## config.mk

```make
export PLATFORM = sky130hd
export DESIGN_NAME = ras_ckpt
export DESIGN_NICKNAME = d
export VERILOG_FILES = /design/src/rtl/ras_ckpt.sv
export SDC_FILE = /design/constraint.sdc
export NUM_CORES = 1
export LEC_CHECK = 0
export ABC_AREA = 1
export CAP_MARGIN = 10
export CELL_PAD_IN_SITES_DETAIL_PLACEMENT = 1
export CELL_PAD_IN_SITES_GLOBAL_PLACEMENT = 1
export CORE_MARGIN = 1
export CORE_UTILIZATION = 47
export CTS_BUF_LIST = sky130_fd_sc_hd__clkbuf_4
export DETAILED_ROUTE_END_ITERATION = 12
export PLACE_DENSITY_LB_ADDON = 0.1
export RECOVER_POWER = 50
export SLEW_MARGIN = 10
export SYNTH_ARGS = -nofsm -noshare
export SYNTH_HDL_FRONTEND = slang
export SYNTH_SLANG_ARGS = --single-unit
```

## constraint.sdc

```tcl
create_clock -name CLK -period 11.1 [get_ports CLK]
set_input_delay 1.665 -clock CLK [delete_from_list [all_inputs] [get_ports CLK]]
set_output_delay 1.665 -clock CLK [all_outputs]
set_load 0.05 [all_outputs]
```

## src/rtl/ras_ckpt.sv

```systemverilog
// Return address stack with pointer/count checkpoint restore for the fetch predictor.
// Optional top-entry repair on restore is enabled by defining RAS_TOP_REPAIR_EN.
module ras_ckpt #(
   parameter int RAS_DEPTH        = 8,
   parameter int RAS_TARGET_WIDTH = 14,
   parameter int LOG_RAS_DEPTH    = $clog2(RAS_DEPTH)
) (
   input  logic                        CLK,
   input  logic                        RST,
   input  logic                        push_valid,
   input  logic [RAS_TARGET_WIDTH-1:0] push_target,
   input  logic                        pop_valid,
   output logic [RAS_TARGET_WIDTH-1:0] ras_top_target,
   output logic                        ras_top_valid,
   output logic [LOG_RAS_DEPTH-1:0]    ras_ptr,
   output logic [LOG_RAS_DEPTH:0]      ras_count,
   input  logic                        restore_valid,
   input  logic [LOG_RAS_DEPTH-1:0]    restore_ptr,
   input  logic [LOG_RAS_DEPTH:0]      restore_count,
   input  logic [RAS_TARGET_WIDTH-1:0] restore_target,
   output logic                        ras_overflow
);

   localparam logic [LOG_RAS_DEPTH:0] DEPTH_C = (LOG_RAS_DEPTH+1)'(RAS_DEPTH);
   localparam logic [LOG_RAS_DEPTH:0] ONE_C   = (LOG_RAS_DEPTH+1)'(1);

   logic [RAS_TARGET_WIDTH-1:0] stack_q [RAS_DEPTH];
   logic [LOG_RAS_DEPTH-1:0]    ptr_q, ptr_d, ptr_inc;
   logic [LOG_RAS_DEPTH:0]      count_q, count_d;
   logic                        ovf_q, ovf_d;
   logic                        wr_en;
   logic [LOG_RAS_DEPTH-1:0]    wr_idx;
   logic [RAS_TARGET_WIDTH-1:0] wr_data;

   assign ptr_inc = ptr_q + 1'b1;

   always_comb begin
      ptr_d   = ptr_q;
      count_d = count_q;
      ovf_d   = 1'b0;
      wr_en   = 1'b0;
      wr_idx  = ptr_q;
      wr_data = push_target;
      if (restore_valid) begin
         ptr_d   = restore_ptr;
         count_d = (restore_count > DEPTH_C) ? DEPTH_C : restore_count;
`ifdef RAS_TOP_REPAIR_EN
         // Undo a wrong-path overwrite of the checkpointed top entry.
         wr_en   = 1'b1;
         wr_idx  = restore_ptr;
         wr_data = restore_target;
`endif
      end else if (push_valid && pop_valid) begin
         wr_en = 1'b1;
         if (count_q == '0) count_d = ONE_C;
      end else if (push_valid) begin
         ptr_d  = ptr_inc;
         wr_en  = 1'b1;
         wr_idx = ptr_inc;
         if (count_q == DEPTH_C) ovf_d = 1'b1;
         else                    count_d = count_q + 1'b1;
      end else if (pop_valid && count_q != '0) begin
         ptr_d   = ptr_q - 1'b1;
         count_d = count_q - 1'b1;
      end
   end

   always_ff @(posedge CLK or posedge RST) begin
      if (RST) begin
         ptr_q   <= '0;
         count_q <= '0;
         ovf_q   <= 1'b0;
         for (int i = 0; i < RAS_DEPTH; i++) stack_q[i] <= '0;
      end else begin
         ptr_q   <= ptr_d;
         count_q <= count_d;
         ovf_q   <= ovf_d;
         if (wr_en) stack_q[wr_idx] <= wr_data;
      end
   end

   assign ras_top_target = stack_q[ptr_q];
   assign ras_top_valid  = (count_q != '0);
   assign ras_ptr        = ptr_q;
   assign ras_count      = count_q;
   assign ras_overflow   = ovf_q;

endmodule

```

==> summary.txt, run 1 <==
======================================================================================================
Run status                                                                                complete, but fails checks
Failing checks                                                                            max-capacitance violations, max-slew violations
Worst hold start                                                                          stack_q[74]$_DFFE_PP0P_
Type of the tightest min-delay check                                                      flop to flop
Setup crit end kind                                                                          async pin
Remaining global-route overflow                                                                      0
Post-synthesis cell type with the largest combined area                                        dfrtp_1
Share of final-layout standard cells stronger than drive strength 1                            0.06368
Diodes inserted                                                                                      0
Leakage                                                                                       3.490 nW
Worst hold stages                                                                                    2
Startpoint kind of the worst setup timing path                                              input port
Post-Synthesis Cell Area                                                                      6272 µm²
Data required, critical path                                                                  10.45 ns
Clock transition at the register clock pins on the worst setup and hold paths after CTS        0.11 ns
Port-buffer cells                                                                                   48
Fraction of the yosys area taken by sequential cells                                            0.4788
Max-slew violation count                                                                           123
Sw Ratio                                                                                        0.4383
Max-capacitance violation count                                                                      2
Average cell area after synthesis                                                            7.557 µm²
Die span in x                                                                                 117.5 µm
Net count after synthesis                                                                          875
Endpoint of the worst-slack reg-to-reg timing path                                        stack_q[61]$_DFFE_PP0P_
TritonRoute pass-1 iters                                                                             5
Number of routed nets with antenna violations                                                        0
Min Clock Period, post-route                                                                  7.124 ns
Detail-routed via count per cell                                                                 5.842
Clock root buffer                                                                             clkbuf_4
Setup total negative slack                                                                        0 ns
Placeable core area                                                                          12820 µm²
Post-DR wirelength/cell                                                                       20.50 µm
Area enclosed by the die boundary                                                            13810 µm²
Yosys warnings                                                                                       0
Number of vias in the routed layout                                                               5959
DRC violations left                                                                                  0
Number of antenna violations at the first check in global routing                                    0
Clock latency reported for the late side of the worst-skew pair                                0.55 ns
Placer's final routability congestion estimate                                                  0.8308
Slew Limit Headroom                                                                             -1.862
Total internal power                                                                          1.065 mW
Largest clock skew in the final design                                                      0.01820 ns
Global-route wire length before repair                                                        33590 µm
Leading post-synthesis cells by instance count                                            307 x nand2_1, 120 x dfrtp_1, 101 x nand3_1, 72 x o21ai_0, 66 x nor2_1
Biggest area contributors in the synthesized netlist                                      dfrtp_1 48%, nand2_1 18%, nand3_1 8.1%
Number of global-route vias before repair                                                         6266
Seq cells post-synth                                                                               120
Clock tree from TritonCTS                                                                        built
Critical register-to-register path startpoint                                             ras_ptr[0]$_DFFE_PP0P_
Worst Max-Slew Pin Slew                                                                       4.293 ns
Switching power                                                                              0.8311 mW
Sum of net half-perimeters after detailed placement                                           12130 µm
Post-synth top area share                                                                       0.4788
GR Util All Layers                                                                              0.3179
Starting DRC count in detailed routing                                                             426
# Post-CTS Setup Buffers                                                                             0
Portion of total power attributed to sequential cells                                            0.393
Most repeated cell in the gate-level netlist after synthesis                                   nand2_1
Total wire length after detailed routing                                                      20910 µm
Cell variety after synth                                                                            26
Number of buffers added to fix hold violations after cts                                             0
Fraction of registers with async set or reset after synthesis                                    1.000
Number of hold violations in the final report                                                        0
Ys flop type                                                                                   dfrtp_1
FP Rows                                                                                             41
Synth Instances                                                                                    830
Proportion of power drawn by the clock network                                                   0.186
Comb power frac                                                                                  0.421
Reg-to-reg setup timing slack                                                                  6.70 ns
Cell Pwr Density                                                                          273.1 nW/µm²
Vert. Die Dim                                                                                 117.5 µm
Maximum fanout count along the critical path                                                        79
Max frequency                                                                                140.4 MHz
Layout Area Growth over Synthesis                                                               10.69%
I/O pins                                                                                            63
Sink of the worst hold path                                                               stack_q[74]$_DFFE_PP0P_
Reg2reg path depth                                                                                  10
Max rail drop VDD                                                                            0.1385 mV
Type of the worst setup path                                                              input port to async pin
Number of clock sinks                                                                              120
Number of synthesized flops with an enable pin                                                       0
Arr. time, crit path                                                                           6.47 ns
Worst hold slack                                                                             0.4767 ns
Overall power                                                                                 1.896 mW
Number of filler cells placed in the layout                                                       1604
RSZ-0062 raised after global routing                                                             false
Buffers from clock root to sink, at most                                                             2
CTS buffer count                                                                                    17
Initial Util                                                                                    0.4891
Largest net degree at the start of global routing                                                   80
Post_cts resized                                                                                     0
Portion of the clock cycle consumed by the worst path in the final layout                       0.6418
# nets final                                                                                       881
H-tree depth                                                                                         4
Total setup violations reported at the end of the flow                                               0
======================================================================================================
==> critical path, cell delays in order <==
cell           delay, ns
dlygate4sd3_1       0.55
clkinvlp_2          1.11
clkbuf_1            3.10
==> flip-flops by register name, summed over array words and instances, names as in the netlist <==
| signal | flops |
|---|---|
| stack_q | 112 |
| ras_ptr | 3 |
| ras_overflow | 1 |
| ras_count | 4 |
==> power by group through the flow <==
stage | registers (mW) | logic [mW] | clock network, mW
finish | 0.745 | 0.798 | 0.353
global route | 0.762 | 0.877 | 0.375
CTS | 0.741 | 0.801 | 0.358
detailed placement | 0.749 | 0.797 | 0
global placement | 0.737 | 0.761 | 0
floorplan | 0.741 | 0.553 | 0
==> metrics by stage <==
stage	setup WS [ns]	utilization	cells	cell area [µm²]
after floorplan	6.249	-	830	6272
after global placement	6.164	0.5181	989	6645
after detailed placement	5.967	0.5181	989	6645
after CTS	5.613	0.5424	1020	6957
after global routing	2.816	0.5414	1020	6943
final	3.976	0.5414	1020	6943
==> area by class of cell <==
| cell class | instances | area, µm² | share of cell area |
|---|---|---|---|
| Multi-Input combinational cell | 621 | 2806 | 0.4042 |
| Clock buffer | 21 | 157.7 | 0.02271 |
| Timing Repair Buffer | 54 | 521.8 | 0.07515 |
| Tap cell | 172 | 215.2 | 0.03100 |
| Inverter | 22 | 83.83 | 0.01207 |
| Sequential cell | 120 | 3004 | 0.4327 |
| Clock inverter | 10 | 153.9 | 0.02217 |
==> kinds of logic after synthesis <==
group / count (synthesis) / synth area share
AOI/OAI and AO/OA: 124 / 0.1073
xor gates and xnor gates: 1 / 0.001397
adders and majority gates: 5 / 0.01117
buffers and inverters: 89 / 0.07241
DFF: 120 / 0.4788
and+or+nand+nor: 491 / 0.3289
==> how the worst max path moves through the flow <==
stage / slack, ns / endpoint / cells past startpoint / from
floorplan: 6.25 / ras_count[0]$_DFFE_PP0P_ / 1 / RST
global placement: 6.16 / stack_q[70]$_DFFE_PP0P_ / 9 / restore_valid
detailed placement: 5.97 / stack_q[79]$_DFFE_PP0P_ / 9 / restore_valid
CTS: 5.61 / ras_top_target[0] / 8 / ras_ptr[0]$_DFFE_PP0P_
global route: 2.82 / ras_ptr[0]$_DFFE_PP0P_ / 3 / RST
finish: 3.98 / ras_ptr[0]$_DFFE_PP0P_ / 3 / RST
==> routing by layer <==
metal | vias to the layer above | routed length (µm) | track usage
met4 | 0 | 460 | 0.1090
met1 | 3030 | 9257 | 0.4284
met2 | 184 | 10060 | 0.5192
met5 | - | 0 | 0
li1 | 2706 | - | -
met3 | 39 | 1141 | 0.05426
==> cell usage in the layout, fill, tap and decap left out, types with 2 or more instances in the layout <==
master / instances
a21oi_1: 5
o21ai_0: 72
inv_2: 3
nand2_4: 4
nand3_1: 101
inv_1: 17
nor2_1: 66
clkinv_2: 2
nand2_2: 5
clkbuf_4: 21
buf_4: 5
dlygate4sd3_1: 5
clkdlybuf4s50_1: 43
ha_1: 4
o21ai_1: 17
dfrtp_1: 119
nor2_4: 4
nand2_1: 309
bufinv_16: 4
o22ai_1: 28
clkinv_1: 3
(Power assumes the default switching activity.)
==> run 2: changes to the inputs <==
- CORE_UTILIZATION: 47 -> 44
- clock period: 11.1 -> 7.15 ns (I/O delays scaled with it)
==> run 2 against run 1 <==
Net effect: the run still ends with max-capacitance violations, max-slew violations left; final cell count up 0.98%; critical path type unchanged; clock-buffer cell count down 3; register-to-register slack worse by 3.2 ns; clock skew down 0.0036 ns; first-iteration DRC count down 1.4%; combinational power up 57%; worst setup slack worse by 1.1 ns; critical path depth unchanged.
==> summary.txt, run 2 (same netlist as run 1, synthesis figures left out) <==
======================================================================================================
RSZ-0062 raised after global routing                                                             false
Area enclosed by the die boundary                                                            14740 µm²   +6.7%
Share of final-layout standard cells stronger than drive strength 1                            0.06596   +0.002281
Number of routed nets with antenna violations                                                        0   unchanged
Starting DRC count in detailed routing                                                             420   -1.4%
Arr. time, crit path                                                                           4.46 ns   -2.01 ns
Placeable core area                                                                          13880 µm²   +8.2%
Clock latency reported for the late side of the worst-skew pair                                0.56 ns   about the same
Number of hold violations in the final report                                                        0   unchanged
Largest delay contributor family on the critical path                                     buffers and inverters
Vert. Die Dim                                                                                 121.4 µm   +3.3%
Number of filler cells placed in the layout                                                       1759   +9.7%
DRC violations left                                                                                  0   unchanged
Commonest non-fill, non-tap cell in the layout                                                 nand2_1
Number of buffers added to fix hold violations after cts                                             0   unchanged
Clock root buffer                                                                             clkbuf_4
Sw Ratio                                                                                        0.4534   +0.01518
Total internal power                                                                          1.569 mW   +47%
Layout Area Growth over Synthesis                                                               10.19%
Failing checks                                                                            max-capacitance violations, max-slew violations
Die span in x                                                                                 121.4 µm   +3.3%
Post_cts resized                                                                                     0   unchanged
Placer's final routability congestion estimate                                                  0.8138   -2.0%
I/O pins                                                                                            63   unchanged
Largest net degree at the start of global routing                                                   77   -3.8%
Number of antenna violations at the first check in global routing                                    2   +2
Data required, critical path                                                                   7.29 ns   -3.16 ns
Sequential cell area in the final layout                                                      3004 µm²   unchanged
H-tree depth                                                                                         4   unchanged
Clock tree from TritonCTS                                                                        built
Worst-path cell with the longest stage delay                                                  clkbuf_2
Initial Util                                                                                    0.4519   -0.03721
Critical path startpoint                                                                           RST
Max frequency                                                                                231.7 MHz
Reg-to-reg setup timing slack                                                                  3.54 ns   -3.16 ns
Portion of the clock cycle consumed by the worst path in the final layout                       0.6037
Worst hold start                                                                          stack_q[74]$_DFFE_PP0P_
Sum of net half-perimeters after detailed placement                                           12240 µm   +0.97%
CTS buffer count                                                                                    17   unchanged
Post-DR wirelength/cell                                                                       20.31 µm   -0.96%
Startpoint kind of the worst setup timing path                                              input port
WL met2                                                                                       10210 µm   +1.5%
TritonRoute pass-1 iters                                                                             5   unchanged
Buffers from clock root to sink, at most                                                             2   unchanged
GR Util All Layers                                                                              0.3017   -0.01613
Number of vias in the routed layout                                                               5864   -1.6%
Portion of total power attributed to sequential cells                                            0.401   +0.008
# nets final                                                                                       883   +0.23%
Switching power                                                                               1.302 mW   +57%
Total met3 wirelength after detailed routing                                                   1051 µm   -7.9%
Critical path buffer and inverter count                                                              3   unchanged
Number of placed cells counting well taps                                                          999   +1.0%
# Post-CTS Setup Buffers                                                                             0   unchanged
Type of the tightest min-delay check                                                      flop to flop
Comb power frac                                                                                  0.437   +0.016
Cell Pwr Density                                                                          415.3 nW/µm²   +52%
Leakage                                                                                       3.474 nW   -0.48%
Most frequent cells in the layout                                                         307 x nand2_1, 119 x dfrtp_1, 101 x nand3_1
Number of clock sinks                                                                              120   unchanged
Maximum fanout count along the critical path                                                        76   -3.8%
Setup total negative slack                                                                        0 ns   unchanged
Multi-input combinational cell area                                                           2811 µm²   +0.18%
Max-capacitance violation count                                                                      2   unchanged
Largest reg by FF count                                                                        stack_q
Setup crit end kind                                                                          async pin
Number of global-route vias before repair                                                         6162   -1.7%
Min Clock Period, post-route                                                                  4.317 ns
Cell breakdown of the critical path                                                       dlygate4sd3_1 > clkinvlp_2 > clkbuf_2
Proportion of power drawn by the clock network                                                   0.163   -0.023
Type of the worst setup path                                                              input port to async pin
Critical register-to-register path startpoint                                             ras_ptr[0]$_DFFE_PP0P_
Max rail drop VDD                                                                            0.2829 mV   +100%
Max FFs per register                                                                               112   unchanged
Total setup violations reported at the end of the flow                                               0   unchanged
Port-buffer cells                                                                                   48   unchanged
Top layer in use                                                                                  met5
Slew Limit Headroom                                                                            -0.3956   +1.466
Detail-routed via count per cell                                                                 5.693   -2.5%
Worst Max-Slew Pin Slew                                                                       2.082 ns   -2.211 ns
Remaining global-route overflow                                                                      0   unchanged
Non-filler instance count after layout                                                            1030   +0.98%
Max-slew violation count                                                                           123   unchanged
Clock transition at the register clock pins on the worst setup and hold paths after CTS        0.11 ns   about the same
Stage delay of the slowest cell on the critical path                                           1.61 ns   -1.49 ns
Largest clock skew in the final design                                                      0.01462 ns   -0.003578 ns
Detailed-route wire length on metal 1                                                          9181 µm   -0.82%
Total wire length after detailed routing                                                      20920 µm   about the same
Global-route wire length before repair                                                        33290 µm   -0.91%
FP Rows                                                                                             43   +4.9%
Run status                                                                                complete, but fails checks
======================================================================================================
## run 2: area by class of cell
| cell class | count | share of cell area |
|---|---|---|
| Clock buffer | 18 | 0.01955 |
| Inverter | 22 | 0.01213 |
| Clock inverter | 12 | 0.01611 |
| Multi-Input combinational cell | 621 | 0.4068 |
| Antenna cell | 1 | 0.0003621 |
| Sequential cell | 120 | 0.4346 |
| Timing Repair Buffer | 56 | 0.07784 |
| Tap cell | 180 | 0.03259 |
## run 2: metal layers
metal / GRT usage / up-vias
met5: 0 / -
met3: 0.05028 / 42
met1: 0.3898 / 2950
met2: 0.5082 / 166
met4: 0.1065 / 2
li1: - / 2704
## run 2: tightest hold or removal path, cell delays in order, from the launching register on
cell and delay, ns:
dfrtp_1 0.36, nand2_1 0.05, nand2_1 0.04
## run 2: through the flow
stage,power (mW),setup slack [ns],util,hold slack (ns),area (µm²)
2_1_floorplan,2.009,2.892,-,0.4366,6272
5_1_grt,3.058,2.201,0.4979,0.4991,6912
4_1_cts,2.878,3.052,0.4983,0.4793,6917
6_report,2.870,2.833,0.4979,0.4754,6912
3_5_place_dp,2.407,2.776,0.4805,0.4532,6670
3_3_place_gp,2.337,2.886,0.4805,0.4487,6670
## run 2: power groups by stage
stage / Clock [mW] / Sequential [mW] / Combinational (mW)
finish: 0.467 / 1.15 / 1.25
global route: 0.498 / 1.18 / 1.38
CTS: 0.474 / 1.14 / 1.26
detailed placement: 0 / 1.16 / 1.25
global placement: 0 / 1.13 / 1.20
floorplan: 0 / 1.15 / 0.859
## run 2: final timing paths
path                                       endpoint  depth (start not counted)
setup / recovery             ras_ptr[0]$_DFFE_PP0P_                          3
hold / removal              stack_q[74]$_DFFE_PP0P_                          2
setup reg to reg            stack_q[64]$_DFFE_PP0P_                          9
hold reg to reg             stack_q[74]$_DFFE_PP0P_                          2
max in group CLK                  ras_top_target[0]                          7
min in group asynchronous  stack_q[101]$_DFFE_PP0P_                          2
==> variant 1 (config.mk and constraints of run 1) <==
The output `ras_overflow` loses its register stage (`ovf_q` becomes a continuous assignment).
--- a/src/rtl/ras_ckpt.sv
+++ b/src/rtl/ras_ckpt.sv
@@ -71,3 +71,2 @@
          count_q <= '0;
-         ovf_q   <= 1'b0;
          for (int i = 0; i < RAS_DEPTH; i++) stack_q[i] <= '0;
@@ -76,3 +75,2 @@
          count_q <= count_d;
-         ovf_q   <= ovf_d;
          if (wr_en) stack_q[wr_idx] <= wr_data;
@@ -80,2 +78,4 @@
    end
+
+   assign ovf_q = ovf_d;
 
Check against the original RTL: not equivalent (a bounded check fails within 4 cycles, from zero or initial values and one cycle with RST high).
==> variant 1 against run 1 <==
- the flow still finishes with violations (max-capacitance violations, max-slew violations)
- synthesized cell count decreased by 0.12%
- sequential cell count decreased by 1
- cell area decreased by 1.4%
- clock power decreased by 19%
- clock skew increased by 2.4 ps
- synthesized area decreased by 0.40%
- register-to-register slack got worse by 100 ps
- routed wire length decreased by 2.7%
- total power decreased by 3.9%
- first-iteration DRC count decreased by 4.5%
- sequential share of layout area increased by 0.24 points
- worst setup slack improved by 100 ps
- highest routed layer is now met5
==> variant 1: results <==
[timing]
finClkSkew_ps = 20.65
tightest_slew_ps = 4125
final_max_slew_viol_count = 122

[cells_and_area]
drive_gt1_share_pct = 6.250
nNetsFinal = 880

[yosys]
ys_seq_area_share_pct = 47.67
yosys-top-cells-count = nand2_1 (307), dfrtp_1 (119), nand3_1 (101), o21ai_0 (72), nor2_1 (66)
synth_area_leaders = dfrtp_1 (48%), nand2_1 (18%), nand3_1 (8.1%)
syn-num-nets = 874

[route]
vias = 5905
routedWlPerCell_um = 19.95
drtIter0Drc = 407
dr.pass1.iters = 4

[placed_design]
dp.cells = 988
routabilityCongestion = 0.8426
hpwl_mm = 11.85

[setup_path]
worst_path_largest_cell_delay_ps = 2960
crit_fanout = 74
cp_data_arrival_time_ps = 6410

[status]
outcome = finished with violations
violations = max-capacitance violations, max-slew violations

[pwr]
switching_share_pct = 45.62
peakVddDrop_mv = 0.1352
leakagePower_uw = 0.003441

[cts]
insertion_delay_ps = 560

[global_routing]
antenna_found_initial = 1
grt_pass1_wl_mm = 32.59
grt_use_total_pct = 32.33
grt_max_degree = 75
grt_pass1_vias = 6203

[flow_run]
drv_cap = 2
variant 1: critical path, delay by kind of cell:
kind     cells  cell delay [ps]
buf+inv      3             4670
variant 1: logic make-up after synthesis:
group	synth area share [%]
buffers and inverters	7.270
xor gates and xnor gates	0.1402
and+or+nand+nor	33.03
DFF	47.67
adders and majority gates	1.122
AOI/OAI and AO/OA	10.78
variant 1: cell type report:
type | count | area, µm²
Tap cell | 172 | 215.2
Sequential cell | 119 | 2979
Clock buffer | 21 | 157.7
Fill cell | 1635 | 5926
Clock inverter | 11 | 83.83
Inverter | 22 | 83.83
Multi-Input combinational cell | 621 | 2806
Timing Repair Buffer | 54 | 521.8
variant 1: power by group through the flow:
stage / clock [µW] / sequential [µW] / combinational (µW)
3_5_place_dp: 0 / 747 / 790
6_report: 287 / 744 / 792
5_1_grt: 308 / 764 / 872
4_1_cts: 289 / 740 / 795
2_1_floorplan: 0 / 736 / 554
3_3_place_gp: 0 / 734 / 758
variant 1: routing by layer:
metal | wire length, µm | up-vias | share of wire [%] | GRT usage (%)
li1 | - | 2704 | - | -
met2 | 9844 | 148 | 48 | 53.84
met3 | 804 | 25 | 4.0 | 5.252
met4 | 283 | 2 | 1.4 | 10.97
met5 | 13 | - | 0.064 | 0
met1 | 9407 | 3026 | 46 | 42.90
variant 1: final timing paths:
kind                                          from                  endpoint  slack, ps  cells after the start
setup / recovery                               RST    ras_ptr[0]$_DFFE_PP0P_       4080                      3
hold / removal             stack_q[23]$_DFFE_PP0P_   stack_q[23]$_DFFE_PP0P_        480                      2
setup reg to reg            ras_ptr[0]$_DFFE_PP0P_   stack_q[75]$_DFFE_PP0P_       6600                     11
hold reg to reg            stack_q[23]$_DFFE_PP0P_   stack_q[23]$_DFFE_PP0P_        480                      2
max in group CLK                        push_valid              ras_overflow       5380                      5
min in group asynchronous                      RST  stack_q[107]$_DFFE_PP0P_       2080                      2
variant 1: through the flow:
step / area [µm²] / power (µW) / setup slack [ps]
5_1_grt: 6848 / 1944 / 3108
3_5_place_dp: 6620 / 1536 / 5558
4_1_cts: 6862 / 1824 / 5552
2_1_floorplan: 6247 / 1290 / 6278
3_3_place_gp: 6620 / 1492 / 5605
6_report: 6848 / 1823 / 4077
==> variant 2 (config.mk and constraints of run 1) <==
Without the edit above. The option `RAS_TOP_REPAIR_EN` is turned on by a define.
--- a/src/rtl/ras_ckpt.sv
+++ b/src/rtl/ras_ckpt.sv
@@ -2,2 +2,4 @@
 // Optional top-entry repair on restore is enabled by defining RAS_TOP_REPAIR_EN.
+`define RAS_TOP_REPAIR_EN
+
 module ras_ckpt #(
Function: changed (a bounded check fails within 4 cycles, from zero or initial values and one cycle with RST high).
==> variant 2 against run 1 <==
- the run still ends with max-capacitance violations, max-slew violations left
- hold slack improved by 2.8 ps
- routed wire length up 6.3%
- sequential cell count unchanged
- cell area up 7.9%
- total power is 1.6% higher
- via count up 9.6%
- synthesized area up 6.9%
- worst setup slack improved by 1300 ps
- critical path type is now in -> reg
- largest power group unchanged
==> variant 2: results <==
[cts]
post_cts_buffers = 0
cts_max_level = 4
insertion_delay_ps = 560
clk_pin_slew_ps = 110
cts_buffer_depth = 2
cts_resized = 0

[route]
vias_per_cell = 5.904
drtIter0Drc = 493
wl_met1_mm = 10.03
met2_length_mm = 10.60
wl_met3_mm = 1.189
routedWlPerCell_um = 20.10

[placed_design]
hpwl_mm = 14.10
dp_slack_ps = 5948
routabilityCongestion = 0.8509
io_buffer_count = 62

[yosys]
syn-num-nets = 939
yosys-top-cells-count = nand2_1 (323), dfrtp_1 (120), nand3_1 (67), nor2_1 (66), o21ai_0 (60)
synth_area_leaders = dfrtp_1 (45%), nand2_1 (18%), nand4_1 (5.4%)
yosysWarnings = 0
async_flop_share_pct = 100.0
synth_cell_types = 25
netlist.area_leader.share_pct = 44.78
ys_seq_area_share_pct = 44.78

[min_path]
whs_endpoint = stack_q[15]$_DFFE_PP0P_
min_from = stack_q[15]$_DFFE_PP0P_

[status]
outcome = finished with violations
violations = max-capacitance violations, max-slew violations

[timing]
slew_headroom_pct = -14.89
finClkSkew_ps = 15.08
final_max_slew_viol_count = 37
fin_crit_sh_pct = 52.07

[global_routing]
use_met2_pct = 53.05
grt_pass1_wl_mm = 36.20
gr-usage-met3_pct = 6.626
grt_use_total_pct = 32.15
grt_max_degree = 86
grt_pass1_vias = 6794
met1_usage_pct = 42.76

[setup_path]
crit_fanout = 31
r2r_end = stack_q[49]$_DFFE_PP0P_
crit_type = in -> reg
ff2ff_path_depth = 11
critPathSlowestCell = clkbuf_1
cp_data_arrival_time_ps = 6220
r2r_slack_ps = 6760
critical-path-top-delay-family = simple AND/OR/NAND/NOR gates
worst_path_largest_cell_delay_ps = 800
crit_path_start = restore_valid
cp-endpoint = stack_q[105]$_DFFE_PP0P_

[cells_and_area]
drive_gt1_share_pct = 5.724
nNetsFinal = 960
largest_reg_flops = 112

[pwr]
peakVddDrop_mv = 0.1158
leakagePower_uw = 0.003775

[flow_run]
drv_cap = 1
-- variant 2: changes by cell type after synthesis, moves of 12 or more --
cell / before / now
inv_1: 19 / 41
nand2_1: 307 / 323
nand3_1: 101 / 67
nand4_1: 1 / 58
o21ai_0: 72 / 60
o21bai_1: 0 / 28
-- variant 2: kinds of logic after synthesis --
kind of cell	synth area share, %
buffers and inverters	9.067
adder cells (fa/ha/maj)	1.045
XOR/XNOR	0.1306
AO/OA/AOI/OAI	11.04
flip-flops	44.78
AND/OR/NAND/NOR	33.94
-- variant 2: worst reg2reg max path, cell delays in order, from the launching register on --
cell     delay (ps)
dfrtp_2         420
inv_1           630
buf_4           440
ha_1            320
nand3_1         100
nand2_1          60
nand2_1          90
nand2_4         450
nor2_4          810
nand2_1         620
nand2_1         230
nand2_1          70
-- variant 2: where the power goes --
group / total, µW / switching [µW] / internal (µW)
clock: 353 / 170 / 182
combinational: 820 / 554 / 266
sequential: 754 / 127 / 627
total: 1930 / 851 / 1080
-- variant 2: through the flow --
stage	instances	total power (µW)	cell area (µm²)	hold WS, ps	util, %
5_1_grt	1106	2050	7495	502.1	53.99
2_1_floorplan	894	1313	6706	436.6	-
4_1_cts	1105	1923	7476	482.2	53.86
3_3_place_gp	1075	1527	7173	448.9	51.68
6_report	1106	1926	7495	479.5	53.99
3_5_place_dp	1075	1566	7173	455.8	51.68
-- variant 2: final cells by class --
cell class                 count  area, µm²
fill                        1782       6386
multi-input combinational    660       3095
sequential                   120       3004
timing repair buffer          70      693.2
tap                          180      225.2
inverter                      46      173.9
clock inverter                10      152.6
clock buffer                  20      150.1
